<file path="src/rtl/lut_table_loader.sv">
// rtl/lut_table_loader.sv - streams DEPTH entries into a table RAM, then reads it back and checks the sum
module lut_table_loader #(
  parameter int DATA_W = 7,
  parameter int DEPTH  = 102,
  parameter int ADDR_W = 7,
  parameter int SUM_W  = 16
) (
  input  logic              clk,
  input  logic              rst_n,
  input  logic              start,
  input  logic [DATA_W-1:0] in_data,
  input  logic              in_valid,
  output logic              in_ready,
  output logic              mem_we,
  output logic [ADDR_W-1:0] mem_addr,
  output logic [DATA_W-1:0] mem_wdata,
  input  logic [DATA_W-1:0] mem_rdata,
  output logic              busy,
  output logic              done,
  output logic              error,
  output logic [SUM_W-1:0]  checksum
);

  localparam logic [2:0] S_IDLE   = 3'd0;
  localparam logic [2:0] S_LOAD   = 3'd1;
  localparam logic [2:0] S_FLUSH  = 3'd2;
  localparam logic [2:0] S_VERIFY = 3'd3;
  localparam logic [2:0] S_DONE   = 3'd4;

  localparam logic [ADDR_W-1:0] LAST_ADDR = ADDR_W'(DEPTH - 1);
  localparam logic [ADDR_W:0]   RD_END    = (ADDR_W + 1)'(DEPTH);

  logic [2:0]        state_q, state_d;
  logic [ADDR_W-1:0] wr_cnt_q, wr_cnt_d;
  logic [ADDR_W:0]   rd_cnt_q, rd_cnt_d;
  logic              rd_issue_q, rd_issue_d;
  logic              rd_vld_q, rd_vld_d;
  logic [SUM_W-1:0]  rd_acc_q, rd_acc_d;
  logic              mem_we_q, mem_we_d;
  logic [ADDR_W-1:0] mem_addr_q, mem_addr_d;
  logic [DATA_W-1:0] mem_wdata_q, mem_wdata_d;
  logic [SUM_W-1:0]  checksum_q, checksum_d;
  logic              done_q, done_d;
  logic              error_q, error_d;

  logic              accept;
  logic [SUM_W-1:0]  in_ext;
  logic [SUM_W-1:0]  rd_ext;

  assign in_ready = (state_q == S_LOAD);
  assign accept   = in_valid & in_ready;
  assign in_ext   = {{(SUM_W - DATA_W){1'b0}}, in_data};
  assign rd_ext   = {{(SUM_W - DATA_W){1'b0}}, mem_rdata};

  always_comb begin
    state_d     = state_q;
    wr_cnt_d    = wr_cnt_q;
    rd_cnt_d    = rd_cnt_q;
    rd_issue_d  = 1'b0;
    rd_vld_d    = rd_issue_q;
    rd_acc_d    = rd_acc_q;
    mem_we_d    = 1'b0;
    mem_addr_d  = mem_addr_q;
    mem_wdata_d = mem_wdata_q;
    checksum_d  = checksum_q;
    done_d      = done_q;
    error_d     = error_q;

    case (state_q)
      S_IDLE, S_DONE: begin
        if (start) begin
          state_d    = S_LOAD;
          wr_cnt_d   = '0;
          checksum_d = '0;
          rd_acc_d   = '0;
          done_d     = 1'b0;
          error_d    = 1'b0;
        end
      end
      S_LOAD: begin
        if (accept) begin
          mem_we_d    = 1'b1;
          mem_addr_d  = wr_cnt_q;
          mem_wdata_d = in_data;
          checksum_d  = checksum_q + in_ext;
          if (wr_cnt_q == LAST_ADDR) begin
            state_d = S_FLUSH;
          end else begin
            wr_cnt_d = wr_cnt_q + ADDR_W'(1);
          end
        end
      end
      S_FLUSH: begin
        // Address 0 is registered here so it is on the port in the first VERIFY cycle.
        state_d    = S_VERIFY;
        mem_addr_d = '0;
        rd_cnt_d   = (ADDR_W + 1)'(1);
        rd_issue_d = 1'b1;
      end
      S_VERIFY: begin
        if (rd_cnt_q != RD_END) begin
          mem_addr_d = rd_cnt_q[ADDR_W-1:0];
          rd_cnt_d   = rd_cnt_q + (ADDR_W + 1)'(1);
          rd_issue_d = 1'b1;
        end
        if (rd_vld_q) begin
          rd_acc_d = rd_acc_q + rd_ext;
          // Valid with nothing behind it in flight is the last datum.
          if (!rd_issue_q) begin
            state_d = S_DONE;
            done_d  = 1'b1;
            error_d = (rd_acc_d != checksum_q);
          end
        end
      end
      default: state_d = S_IDLE;
    endcase
  end

  always_ff @(posedge clk or negedge rst_n) begin
    if (!rst_n) begin
      state_q     <= S_IDLE;
      wr_cnt_q    <= '0;
      rd_cnt_q    <= '0;
      rd_issue_q  <= 1'b0;
      rd_vld_q    <= 1'b0;
      rd_acc_q    <= '0;
      mem_we_q    <= 1'b0;
      mem_addr_q  <= '0;
      mem_wdata_q <= '0;
      checksum_q  <= '0;
      done_q      <= 1'b0;
      error_q     <= 1'b0;
    end else begin
      state_q     <= state_d;
      wr_cnt_q    <= wr_cnt_d;
      rd_cnt_q    <= rd_cnt_d;
      rd_issue_q  <= rd_issue_d;
      rd_vld_q    <= rd_vld_d;
      rd_acc_q    <= rd_acc_d;
      mem_we_q    <= mem_we_d;
      mem_addr_q  <= mem_addr_d;
      mem_wdata_q <= mem_wdata_d;
      checksum_q  <= checksum_d;
      done_q      <= done_d;
      error_q     <= error_d;
    end
  end

  assign mem_we    = mem_we_q;
  assign mem_addr  = mem_addr_q;
  assign mem_wdata = mem_wdata_q;
  assign checksum  = checksum_q;
  assign done      = done_q;
  assign error     = error_q;
  assign busy      = (state_q == S_LOAD) || (state_q == S_FLUSH) || (state_q == S_VERIFY);

endmodule

</file>
<file path="config.mk">
export PLATFORM = sky130hd
export DESIGN_NAME = lut_table_loader
export DESIGN_NICKNAME = d
export VERILOG_FILES = /design/src/rtl/lut_table_loader.sv
export SDC_FILE = /design/constraint.sdc
export NUM_CORES = 1
export LEC_CHECK = 0
export CORE_ASPECT_RATIO = 0.75
export CORE_UTILIZATION = 52
export CTS_CLUSTER_SIZE = 28
export DETAILED_ROUTE_END_ITERATION = 6
export DONT_BUFFER_PORTS = 1
export PLACE_DENSITY = 0.81
export SLEW_MARGIN = 10
export SYNTH_ARGS = -nofsm -noshare
export SYNTH_HDL_FRONTEND = slang
export SYNTH_SLANG_ARGS = --single-unit
</file>
<file path="constraint.sdc">
create_clock -name clk -period 2.8 [get_ports clk]
set_clock_uncertainty 0.15 [all_clocks]
set_input_delay 0.42 -clock clk [delete_from_list [all_inputs] [get_ports clk]]
set_output_delay 0.42 -clock clk [all_outputs]
set_load 0.05 [all_outputs]
</file>
Word-level counts from Yosys, hierarchy flattened
Cells that the tools add are included.

Bits in registers: 69. Input port bits: 18. Output and inout bits: 35. Logic and storage cells: 78.

$add $sub $neg: 4. Equal/unequal tests: 14. Mux-type cells: 31. Bitwise gates (word level): 1. Reductions and logical operators: 16.

Operators by type and width (count): 16-bit one-hot mux with 2 select lines (2); 16-bit two-way mux (3); 7-bit two-way mux (5); 16-bit by 7-bit adder with 16-bit output (2); 7-bit one-hot mux with 3 select lines (1); 16-bit != test (1); 8-bit one-hot mux with 2 select lines (1); 3-bit two-way mux (5); 7-bit one-hot mux with 2 select lines (1); 3-bit one-hot mux with 4 select lines (1); 2-bit != test, second input constant (5); 3-bit AND reduction (3); 8-bit by 1-bit adder with 8-bit output, second input constant (1); 1-bit two-way mux (8); 8-bit two-way mux (1); 8-bit by 7-bit != test with 1-bit output, second input constant (1); 4-bit AND reduction (2); 7-bit by 1-bit adder with 7-bit output, second input constant (1); 7-bit equality test, second input constant (1); 3-bit by 2-bit equality test with 1-bit output, second input constant (2); 1-bit one-hot mux with 2 select lines (3); 2-bit nonzero test (3); 5-bit AND reduction (1); 2-bit by 1-bit != test with 1-bit output, second input constant (2); 8 further kinds (10).

Logic depth before layout (Yosys ltp)
Gate-level depths: netlist of the first run.

Depth after elaboration: 5. Depth in mapped cells: 11.

Least setup slack after synthesis of the first run
Ideal clock, no wire load.

Kind: in2reg. From: input port mem_rdata[0]. To: register error_q (netlist: error). Library setup time: 0.129 ns. Arrival time: 2.469 ns. Required time: 2.521 ns. Path slack: 0.051 ns. Stages: 10. Path buffers: 0. Cell sequence: ha_1 inv_1 fa_1 nand2b_1 a21o_1 a211oi_1 mux2i_1 mux2i_1 a21oi_1 o41a_1.

Cells in the longest elaborated chain, start to end: 5.

RTL lines: start, declared (RTL line 17) `input logic [DATA_W-1:0] mem_rdata,`; 16-bit by 7-bit adder with 16-bit output (RTL line 107) `rd_acc_d = rd_acc_q + rd_ext;`; 16-bit != test (RTL line 112) `error_d = (rd_acc_d != checksum_q);`; 1-bit two-way mux (RTL line 109) `if (!rd_issue_q) begin`; 1-bit two-way mux (RTL line 106) `if (rd_vld_q) begin`; 1-bit one-hot mux with 2 select lines (RTL line 69) `case (state_q)`; end signal, assigned (RTL line 146) `error_q <= error_d;`; end, declared (RTL line 44) `logic error_q, error_d;`.

Every way passes these cells. The select of a mux whose other input is x is not followed. A chain may end at the register's enable or synchronous reset.

Final worst setup path of the first run
From: register rd_acc_q[3]. To: register error_q (netlist: error).

Cells in the longest elaborated chain, start to end: 5.

RTL lines: start, declared (RTL line 38) `logic [SUM_W-1:0] rd_acc_q, rd_acc_d;`; start signal, assigned (RTL line 140) `rd_acc_q <= rd_acc_d;`; 16-bit by 7-bit adder with 16-bit output (RTL line 107); 16-bit != test (RTL line 112); 1-bit two-way mux (RTL line 109); 1-bit two-way mux (RTL line 106); 1-bit one-hot mux with 2 select lines (RTL line 69).

Every way passes these cells. The select of a mux whose other input is x is not followed.

==> impl_metrics.ini, run 1 <==
[status]
status = completed

[routing]
firstDrtPassIters = 5
routed_wl_um = 10600
initialDrtViolationCount = 256
avgRoutedWirePerCell_um = 17.7
vias = 3642
ant_nets = 0
drc = 0
vias_per_cell = 6.12

[global_routing]
grt_pass1_wl_um = 17500
grt_start_max_net_pins = 70
grt_util_met2 = 0.402
grt_util_met3 = 0.0849
grt_pass1_vias = 3572
grt_util_met1 = 0.372
track_usage = 0.272
overflow = 0
antenna_found_initial = 0
top_usage_layer = met2

[power]
ir_drop_mv = 0.827
power_density_nw_per_um2 = 1120
leakagePower_nw = 2.21

[clocking]
numCtsBuffers = 9
cts_max_level = 3
cts_tree = done
clock-sinks = 69
path_clk_slew_ns = 0.08
root_buffer = clkbuf_8
clock_path_buffers = 2
clkLatencyLatePin_ns = 0.35

[sta]
slew_headroom = 0.505
fin_ws_ns = 0.0274
final-hold-violation-count = 0
fin_crit_ns = 2.77
hold_slack_ns = 0.0218
period_share = 0.990
rsz0062_at_grt = yes
worst_pin_slew_ns = 0.739
setup_viol = 0
tns_ns = 0
max_freq_mhz = 361
report.final.slew_viol_count = 0

[floorplan]
fp.dieH_um = 79.7
dieArea_um2 = 8410
coreArea_um2 = 7570
io_pins = 53
rows = 27
start_util = 0.553
die_w_um = 106

[logic_synthesis]
synth_area_um2 = 4180
synth_cell_type_count = 60
syn_avg_cell_area_um2 = 9.12
async_reset_ff_frac = 1.00
synth_cells = 459
yosysWarnings = 0
synth_edf_count = 0
synth_ff_type = dfrtp_1
synth_seq_cells = 69
synth.yosys.seq_area_share = 0.413
synth_fp_nets = 497

[setup_path]
cp.required_ns = 2.88
cp_slowest_cell = or3b_2
end_kind = register
crit_chain = ha_1 > o21ai_0 > a21o_1 > a21oi_2 > or3b_2 > a31oi_1 > nor2_1 > o41a_1
cp.arrival_ns = 2.85
crit_type = register to register
crit_path_max_incr_delay_ns = 0.48
setup.worst_path.start_class = register
path_max_fanout = 8

[layout]
layout_common_cells = dfrtp_1, nand2_1, nor2_1
final_nets = 527
multi_input_area_um2 = 2330
fin_util = 0.631
fill_cells = 613
design_area_um2 = 4780
final_common_cell = dfrtp_1
syn2layout_area_growth_pct = 14.2
drive_above_1_share = 0.154
diodes = 0
seq_area_um2 = 1730

[placement]
globalplace.congestion = 0.909
dp_hpwl_um = 7640
portBuffers = 0
placed_area_um2 = 4470
dpl_worst_slack_ns = -0.152

[job]
max_cap_viol_count = 0

[worst_hold_path]
hold_class = input pin to register
## final timing paths
path / from / end / slack [ns] / depth (start not counted)
setup / recovery: rd_acc_q[3] / error / 0.03 / 8
hold reg to reg: rd_issue_q / rd_vld_q / 0.25 / 0
hold / removal: in_data[5] / mem_wdata[5] / 0.02 / 2
min in group asynchronous: rst_n / checksum[15] / 0.44 / 2
setup reg to reg: rd_acc_q[3] / error / 0.03 / 8
max in group asynchronous: rst_n / checksum[10] / 1.74 / 2
## metal layers
| metal | up-vias | routed length, um |
|---|---|---|
| met5 | - | 0 |
| met4 | 0 | 173 |
| met3 | 18 | 996 |
| met2 | 162 | 4550 |
| met1 | 1765 | 4830 |
| li1 | 1697 | - |
## timing repair
action                     in CTS  in global routing
hold endpoints to repair       69                  0
setup endpoints to repair       2                  2
setup buffers                   0                  1
resized for setup               3                  4
hold buffers                    2                  0
pin swaps                       0                  1
## synthesized netlist by cell type (3+ instances only)
cell type   n  area (um^2)
nor4_1      4         25.0
o21ai_0    30          150
a22oi_1     9         67.6
nand3b_1    3         22.5
o21a_1      4         30.0
xnor2_1    18          158
a31o_2      3         26.3
nor2_1     44          165
buf_6       3         33.8
dfrtp_1    69         1730
inv_1      15         56.3
xor2_1     20          175
a21oi_1    30          150
nand4_1    10         62.6
nand2b_1    6         37.5
a21o_1      7         52.6
mux2i_1     4         40.0
o21bai_1    3         22.5
nand2_1    49          184
or3_1       3         18.8
nand3_1    23          115
ha_1       18          225
a22o_1      5         43.8
nor3b_1     3         22.5
nor3_1      9         45.0
clkbuf_1   12         45.0
a31oi_1     4         25.0
o31ai_1     9         67.6
## stage by stage
| step | power (W) | std cells |
|---|---|---|
| 5_1_grt | 0.00569 | 595 |
| 6_report | 0.00536 | 595 |
| 3_5_place_dp | 0.00432 | 576 |
| 4_1_cts | 0.00530 | 594 |
| 2_1_floorplan | 0.00363 | 459 |
| 3_3_place_gp | 0.00423 | 576 |
## state kept, by name, summed over array words and instances, names as in the netlist
name and flops:
wr_cnt_q 7, mem_wdata 7, rd_cnt_q 8, rd_vld_q 1
mem_we 1, done 1, rd_acc_q 16, rd_issue_q 1
checksum 16, error 1, mem_addr 7, state_q 3
## worst max-delay path, delay by kind of cell (launching register included)
kind | cells | cell delay (ns)
DFF | 1 | 0.39
adders and majority gates | 1 | 0.29
and+or+nand+nor | 2 | 0.55
AOI/OAI and AO/OA | 5 | 1.27
## final cells by class
cell class / instances / area share
sequential: 69 / 0.361
multi-input combinational: 355 / 0.488
clock buffer: 12 / 0.0325
clock inverter: 4 / 0.0147
tap: 101 / 0.0264
inverter: 16 / 0.0126
timing repair buffer: 38 / 0.0644
## power breakdown
part	leakage [nW]	switching, W	internal, W	total (W)
clock network	0.116	0.000387	0.000548	0.000935
logic	1.19	0.00154	0.000889	0.00243
registers	0.909	0.000709	0.00128	0.00199
total	2.21	0.00263	0.00272	0.00536
## cell families (layout without fill, tap and decap cells)
| logic type | count (synthesis) | in the layout | synth area share |
|---|---|---|---|
| simple gates | 173 | 173 | 0.205 |
| flops | 69 | 69 | 0.413 |
| mux | 5 | 5 | 0.0123 |
| fa+ha+maj | 20 | 20 | 0.0634 |
| buf+inv | 35 | 70 | 0.0392 |
| compound gates | 119 | 119 | 0.187 |
| xor+xnor | 38 | 38 | 0.0795 |
Note: power is estimated with default switching activity, not from simulation.
==> run 2, diff against run 1 <==
--- a/config.mk
+++ b/config.mk
@@ -6,11 +6,11 @@
 export NUM_CORES = 1
 export LEC_CHECK = 0
 export CORE_ASPECT_RATIO = 0.75
-export CORE_UTILIZATION = 52
+export CORE_UTILIZATION = 55
 export CTS_CLUSTER_SIZE = 28
 export DETAILED_ROUTE_END_ITERATION = 6
 export DONT_BUFFER_PORTS = 1
-export PLACE_DENSITY = 0.81
+export PLACE_DENSITY = 0.84
 export SLEW_MARGIN = 10
 export SYNTH_ARGS = -nofsm -noshare
 export SYNTH_HDL_FRONTEND = slang
==> impl_metrics.ini, run 2 (same netlist as run 1, synthesis figures left out) <==
[global_routing]
grt_pass1_vias = 3692
antenna_found_initial = 0
overflow = 0
grt_start_max_net_pins = 70
grt_pass1_wl_um = 18100
track_usage = 0.301

[sta]
max_freq_mhz = 354
setup_viol = 1
rsz0062_at_grt = yes
period_share = 1.01
fin_ws_ns = -0.0215
worst_pin_slew_ns = 0.801
tns_ns = -0.0215
final-hold-violation-count = 0
report.final.slew_viol_count = 0
hold_slack_ns = 0.0136
slew_headroom = 0.464
fin_crit_ns = 2.82

[power]
comb_power_share = 0.451
p_sw_frac = 0.494
switchingPower_w = 0.00266
p_clk_frac = 0.178
ir_drop_mv = 0.786
intPower_w = 0.00272
leakagePower_nw = 2.20
seqPwrFrac = 0.371
power_density_nw_per_um2 = 1130

[setup_path]
reg2reg_depth = 10
cp.required_ns = 2.89
crit_chain = ha_2 > inv_2 > fa_2 > xnor2_1 > nor4_1 > nand4_1 > a311o_1 > nor4_2 > nand3_1 > o41a_1
cp.arrival_ns = 2.92
crit_buf_inv = 1
setup.worst_path.start_class = register
path_max_fanout = 2
crit_family = simple AND/OR/NAND/NOR gates
crit_type = register to register
cp_slowest_cell = fa_2
crit_path_max_incr_delay_ns = 0.44
end_kind = register
crit_cells = 10

[routing]
routed_wl_um = 10800
vias = 3708
drc = 0
ant_nets = 0
initialDrtViolationCount = 291
avgRoutedWirePerCell_um = 18.2
vias_per_cell = 6.22
firstDrtPassIters = 5

[clocking]
clock-sinks = 69
cts_tree = done
root_buffer = clkbuf_8
clkLatencyLatePin_ns = 0.36
numCtsBuffers = 9
post_cts_buffers = 0
path_clk_slew_ns = 0.08
cts_max_level = 3
clock_path_buffers = 2

[placement]
dp_hpwl_um = 7740
dpl_worst_slack_ns = -0.207
globalplace.congestion = 0.898
portBuffers = 0

[worst_hold_path]
hold_depth = 2
hold_class = input pin to register

[layout]
final_nets = 528
diodes = 0
drive_above_1_share = 0.156
fill_cells = 621
syn2layout_area_growth_pct = 14.0
final_common_cell = dfrtp_1
fin_util = 0.648
layout_common_cells = dfrtp_1, nand2_1, nor2_1

[floorplan]
coreArea_um2 = 7360
start_util = 0.568
io_pins = 53
die_w_um = 103
dieArea_um2 = 7960
fp.dieH_um = 77.5
rows = 27

[status]
violations = setup timing
status = complete, but fails checks

[job]
max_cap_viol_count = 0
run 2: cell types whose count changed in the layout (fill, tap and decap cells not counted):
cell,previous run,this run
inv_2,0,1
xor2_2,1,0
nor4_4,1,0
clkinv_2,2,0
buf_4,36,37
nand2b_1,5,6
nand2b_4,1,0
clkbuf_1,1,0
nor4_2,0,1
inv_1,15,14
xor2_1,19,20
clkinvlp_4,0,3
run 2: power groups by stage:
| stage | logic, W | registers (W) | clock network (W) |
|---|---|---|---|
| floorplan | 0.00153 | 0.00210 | 0 |
| global placement | 0.00223 | 0.00199 | 0 |
| global route | 0.00266 | 0.00203 | 0.00102 |
| finish | 0.00242 | 0.00199 | 0.000960 |
| detailed placement | 0.00233 | 0.00200 | 0 |
| CTS | 0.00240 | 0.00199 | 0.000968 |
run 2: per-layer routing:
| layer | GRT usage | routed length (um) | vias to the layer above |
|---|---|---|---|
| met5 | 0 | 0 | - |
| met4 | 0.0671 | 95 | 0 |
| met3 | 0.0910 | 1080 | 11 |
| met2 | 0.453 | 4950 | 178 |
| met1 | 0.427 | 4720 | 1818 |
| li1 | - | - | 1701 |
run 2: worst reg2reg max path, stage by stage (launching register included):
cell     delay, ns
dfrtp_1       0.39
ha_2          0.19
inv_2         0.05
fa_2          0.44
xnor2_1       0.14
nor4_1        0.22
nand4_1       0.15
a311o_1       0.31
nor4_2        0.21
nand3_1       0.13
o41a_1        0.34
run 2: final cells by class:
class                   instances  area (um^2)  area share
clock buffers                  11          151      0.0317
clock inverters                 5         82.6      0.0173
inverters                      16         60.1      0.0126
multi-input cells             355         2310       0.484
flip-flops and latches         69         1730       0.362
well taps                     101          126      0.0265
repair buffers                 39          315      0.0661
run 2: through the flow:
stage | std cells | total power [W] | instance area (um^2)
CTS | 596 | 0.00535 | 4770
detailed placement | 578 | 0.00433 | 4480
global route | 596 | 0.00571 | 4770
finish | 596 | 0.00538 | 4770
floorplan | 459 | 0.00363 | 4180
global placement | 578 | 0.00422 | 4480
run 2: worst paths after layout:
kind                              from            to  slack, ns
min in group asynchronous        rst_n   mem_addr[4]       0.46
min                         in_data[5]  mem_wdata[5]       0.01
max reg2reg                rd_acc_q[0]         error      -0.02
min reg2reg                 rd_issue_q      rd_vld_q       0.23
max                        rd_acc_q[0]         error      -0.02
max in group asynchronous        rst_n   rd_cnt_q[1]       1.78
run 2: timing repair:
action | 4_1_cts | 5_1_grt
hold endpoints to repair | 69 | 0
resized for setup | 4 | 1
hold buffers | 2 | 0
setup endpoints to repair | 2 | 1
pin swaps | 1 | 0
==> run 3, diff against run 2 <==
--- a/config.mk
+++ b/config.mk
@@ -6,11 +6,12 @@
 export NUM_CORES = 1
 export LEC_CHECK = 0
 export CORE_ASPECT_RATIO = 0.75
-export CORE_UTILIZATION = 55
+export CORE_UTILIZATION = 45
 export CTS_CLUSTER_SIZE = 28
 export DETAILED_ROUTE_END_ITERATION = 6
 export DONT_BUFFER_PORTS = 1
-export PLACE_DENSITY = 0.84
+export GPL_ROUTABILITY_DRIVEN = 0
+export PLACE_DENSITY = 0.73
 export SLEW_MARGIN = 10
 export SYNTH_ARGS = -nofsm -noshare
 export SYNTH_HDL_FRONTEND = slang
==> impl_metrics.ini, run 3 (same netlist as run 1, synthesis figures left out) <==
[status]
status = completed

[floorplan]
coreArea_um2 = 9050
die_w_um = 113
fp.dieH_um = 85.5
rows = 30
io_pins = 53
dieArea_um2 = 9690
start_util = 0.463

[sta]
max_freq_mhz = 364
tns_ns = 0
rsz0062_at_grt = yes
setup_viol = 0
fin_crit_ns = 2.75
period_share = 0.981
slew_headroom = 0.481
final-hold-violation-count = 0
worst_pin_slew_ns = 0.775
report.final.slew_viol_count = 0
fin_ws_ns = 0.0532

[layout]
layout_common_cells = dfrtp_1, nand2_1, nor2_1
fill_cells = 787
drive_above_1_share = 0.161
final_common_cell = dfrtp_1
fin_util = 0.545
final-instance-count-excl-fill = 626
diodes = 0
final_nets = 531
syn2layout_area_growth_pct = 17.8

[setup_path]
reg2reg_depth = 10
cp.arrival_ns = 2.81
cp-startpoint = rd_acc_q[0]
crit_end = error
path_max_fanout = 3
r2r_end = error
crit_type = register to register
cp.required_ns = 2.87
r2r_start = rd_acc_q[0]
setup.worst_path.start_class = register
end_kind = register
r2r_slack_ns = 0.05

[clocking]
clock-sinks = 69
clkLatencyLatePin_ns = 0.34
path_clk_slew_ns = 0.05
root_buffer = clkbuf_16
numCtsBuffers = 9
cts_tree = done
cts_max_level = 3
clock_path_buffers = 2

[routing]
firstDrtPassIters = 5
vias_per_cell = 5.75
initialDrtViolationCount = 259
avgRoutedWirePerCell_um = 17.2
vias = 3600
drc = 0
ant_nets = 0
routed_wl_um = 10800

[global_routing]
track_usage = 0.236
grt_pass1_wl_um = 17500
top_usage_layer = met2
grt_util_met1 = 0.318
antenna_found_initial = 0
grt_pass1_vias = 3485
overflow = 0
grt_start_max_net_pins = 70
grt_util_met3 = 0.0770
grt_util_met2 = 0.359

[power]
power_density_nw_per_um2 = 1150
intPower_w = 0.00296
leakagePower_nw = 2.27
comb_power_share = 0.445
p_sw_frac = 0.477
power.total_w = 0.00565
switchingPower_w = 0.00269
seqPwrFrac = 0.347
ir_drop_mv = 0.763
p_clk_frac = 0.209

[job]
max_cap_viol_count = 0

[placement]
dp.cells = 608
dp_hpwl_um = 7820
dpl_worst_slack_ns = -0.173
portBuffers = 0

[worst_hold_path]
hold_class = input pin to register
-- run 3: cell count changes in the layout (fill, tap and decap cells not counted), sizes merged --
| cell | before | now |
|---|---|---|
| bufinv | 2 | 1 |
| clkbuf | 11 | 12 |
| buf | 38 | 41 |
| clkinv | 1 | 4 |
| clkinvlp | 3 | 0 |
-- run 3: critical path, cell delays in order (launching register included) --
cell and delay, ns:
dfrtp_1 0.35, ha_2 0.17, inv_1 0.05, fa_2 0.33, nand2b_1 0.17, a21o_1 0.22, a2111o_1 0.40, o311a_1 0.14
a31oi_1 0.17, nor2_1 0.07, o41a_1 0.41
-- run 3: cell type report --
cell class | count | area (um^2) | share of cell area
well taps | 128 | 160 | 0.0325
clock inverters | 4 | 45.0 | 0.00914
repair buffers | 42 | 338 | 0.0685
clock buffers | 12 | 267 | 0.0541
flip-flops and latches | 69 | 1730 | 0.350
inverters | 16 | 60.1 | 0.0122
multi-input cells | 355 | 2330 | 0.473
-- run 3: worst min-delay path by stage --
stage,slack (ns),endpoint,cells after the start,startpoint
2_1_floorplan,-0.03,checksum[0],0,rst_n
3_3_place_gp,-0.02,checksum[15],0,rst_n
3_5_place_dp,-0.02,rd_acc_q[12],0,rst_n
4_1_cts,0.03,mem_wdata[2],2,in_data[2]
5_1_grt,0.04,mem_wdata[1],2,in_data[1]
6_report,0.04,mem_wdata[2],2,in_data[2]
-- run 3: timing repair --
action	CTS	global route
setup buffers	0	0
pin swaps	0	1
setup endpoints to repair	2	2
gates resized for setup	2	5
hold buffers	2	0
hold endpoints to repair	69	0
-- run 3: layer usage --
| metal | vias up | routed length (um) | part of all wire |
|---|---|---|---|
| met5 | - | 0 | 0 |
| met2 | 130 | 4800 | 0.45 |
| met4 | 0 | 155 | 0.014 |
| met3 | 11 | 924 | 0.086 |
| li1 | 1711 | - | - |
| met1 | 1748 | 4900 | 0.45 |
-- run 3: power groups by stage --
stage	logic [W]	registers [W]	clock network, W
2_1_floorplan	0.00153	0.00210	0
5_1_grt	0.00274	0.00200	0.00124
6_report	0.00251	0.00196	0.00118
3_3_place_gp	0.00233	0.00196	0
3_5_place_dp	0.00240	0.00197	0
4_1_cts	0.00246	0.00196	0.00120
-- run 3: per-stage QoR --
| stage | hold slack (ns) | instance area [um^2] |
|---|---|---|
| 5_1_grt | 0.0387 | 4930 |
| 4_1_cts | 0.0316 | 4900 |
| 3_3_place_gp | -0.0229 | 4540 |
| 6_report | 0.0354 | 4930 |
| 2_1_floorplan | -0.0256 | 4180 |
| 3_5_place_dp | -0.0233 | 4540 |
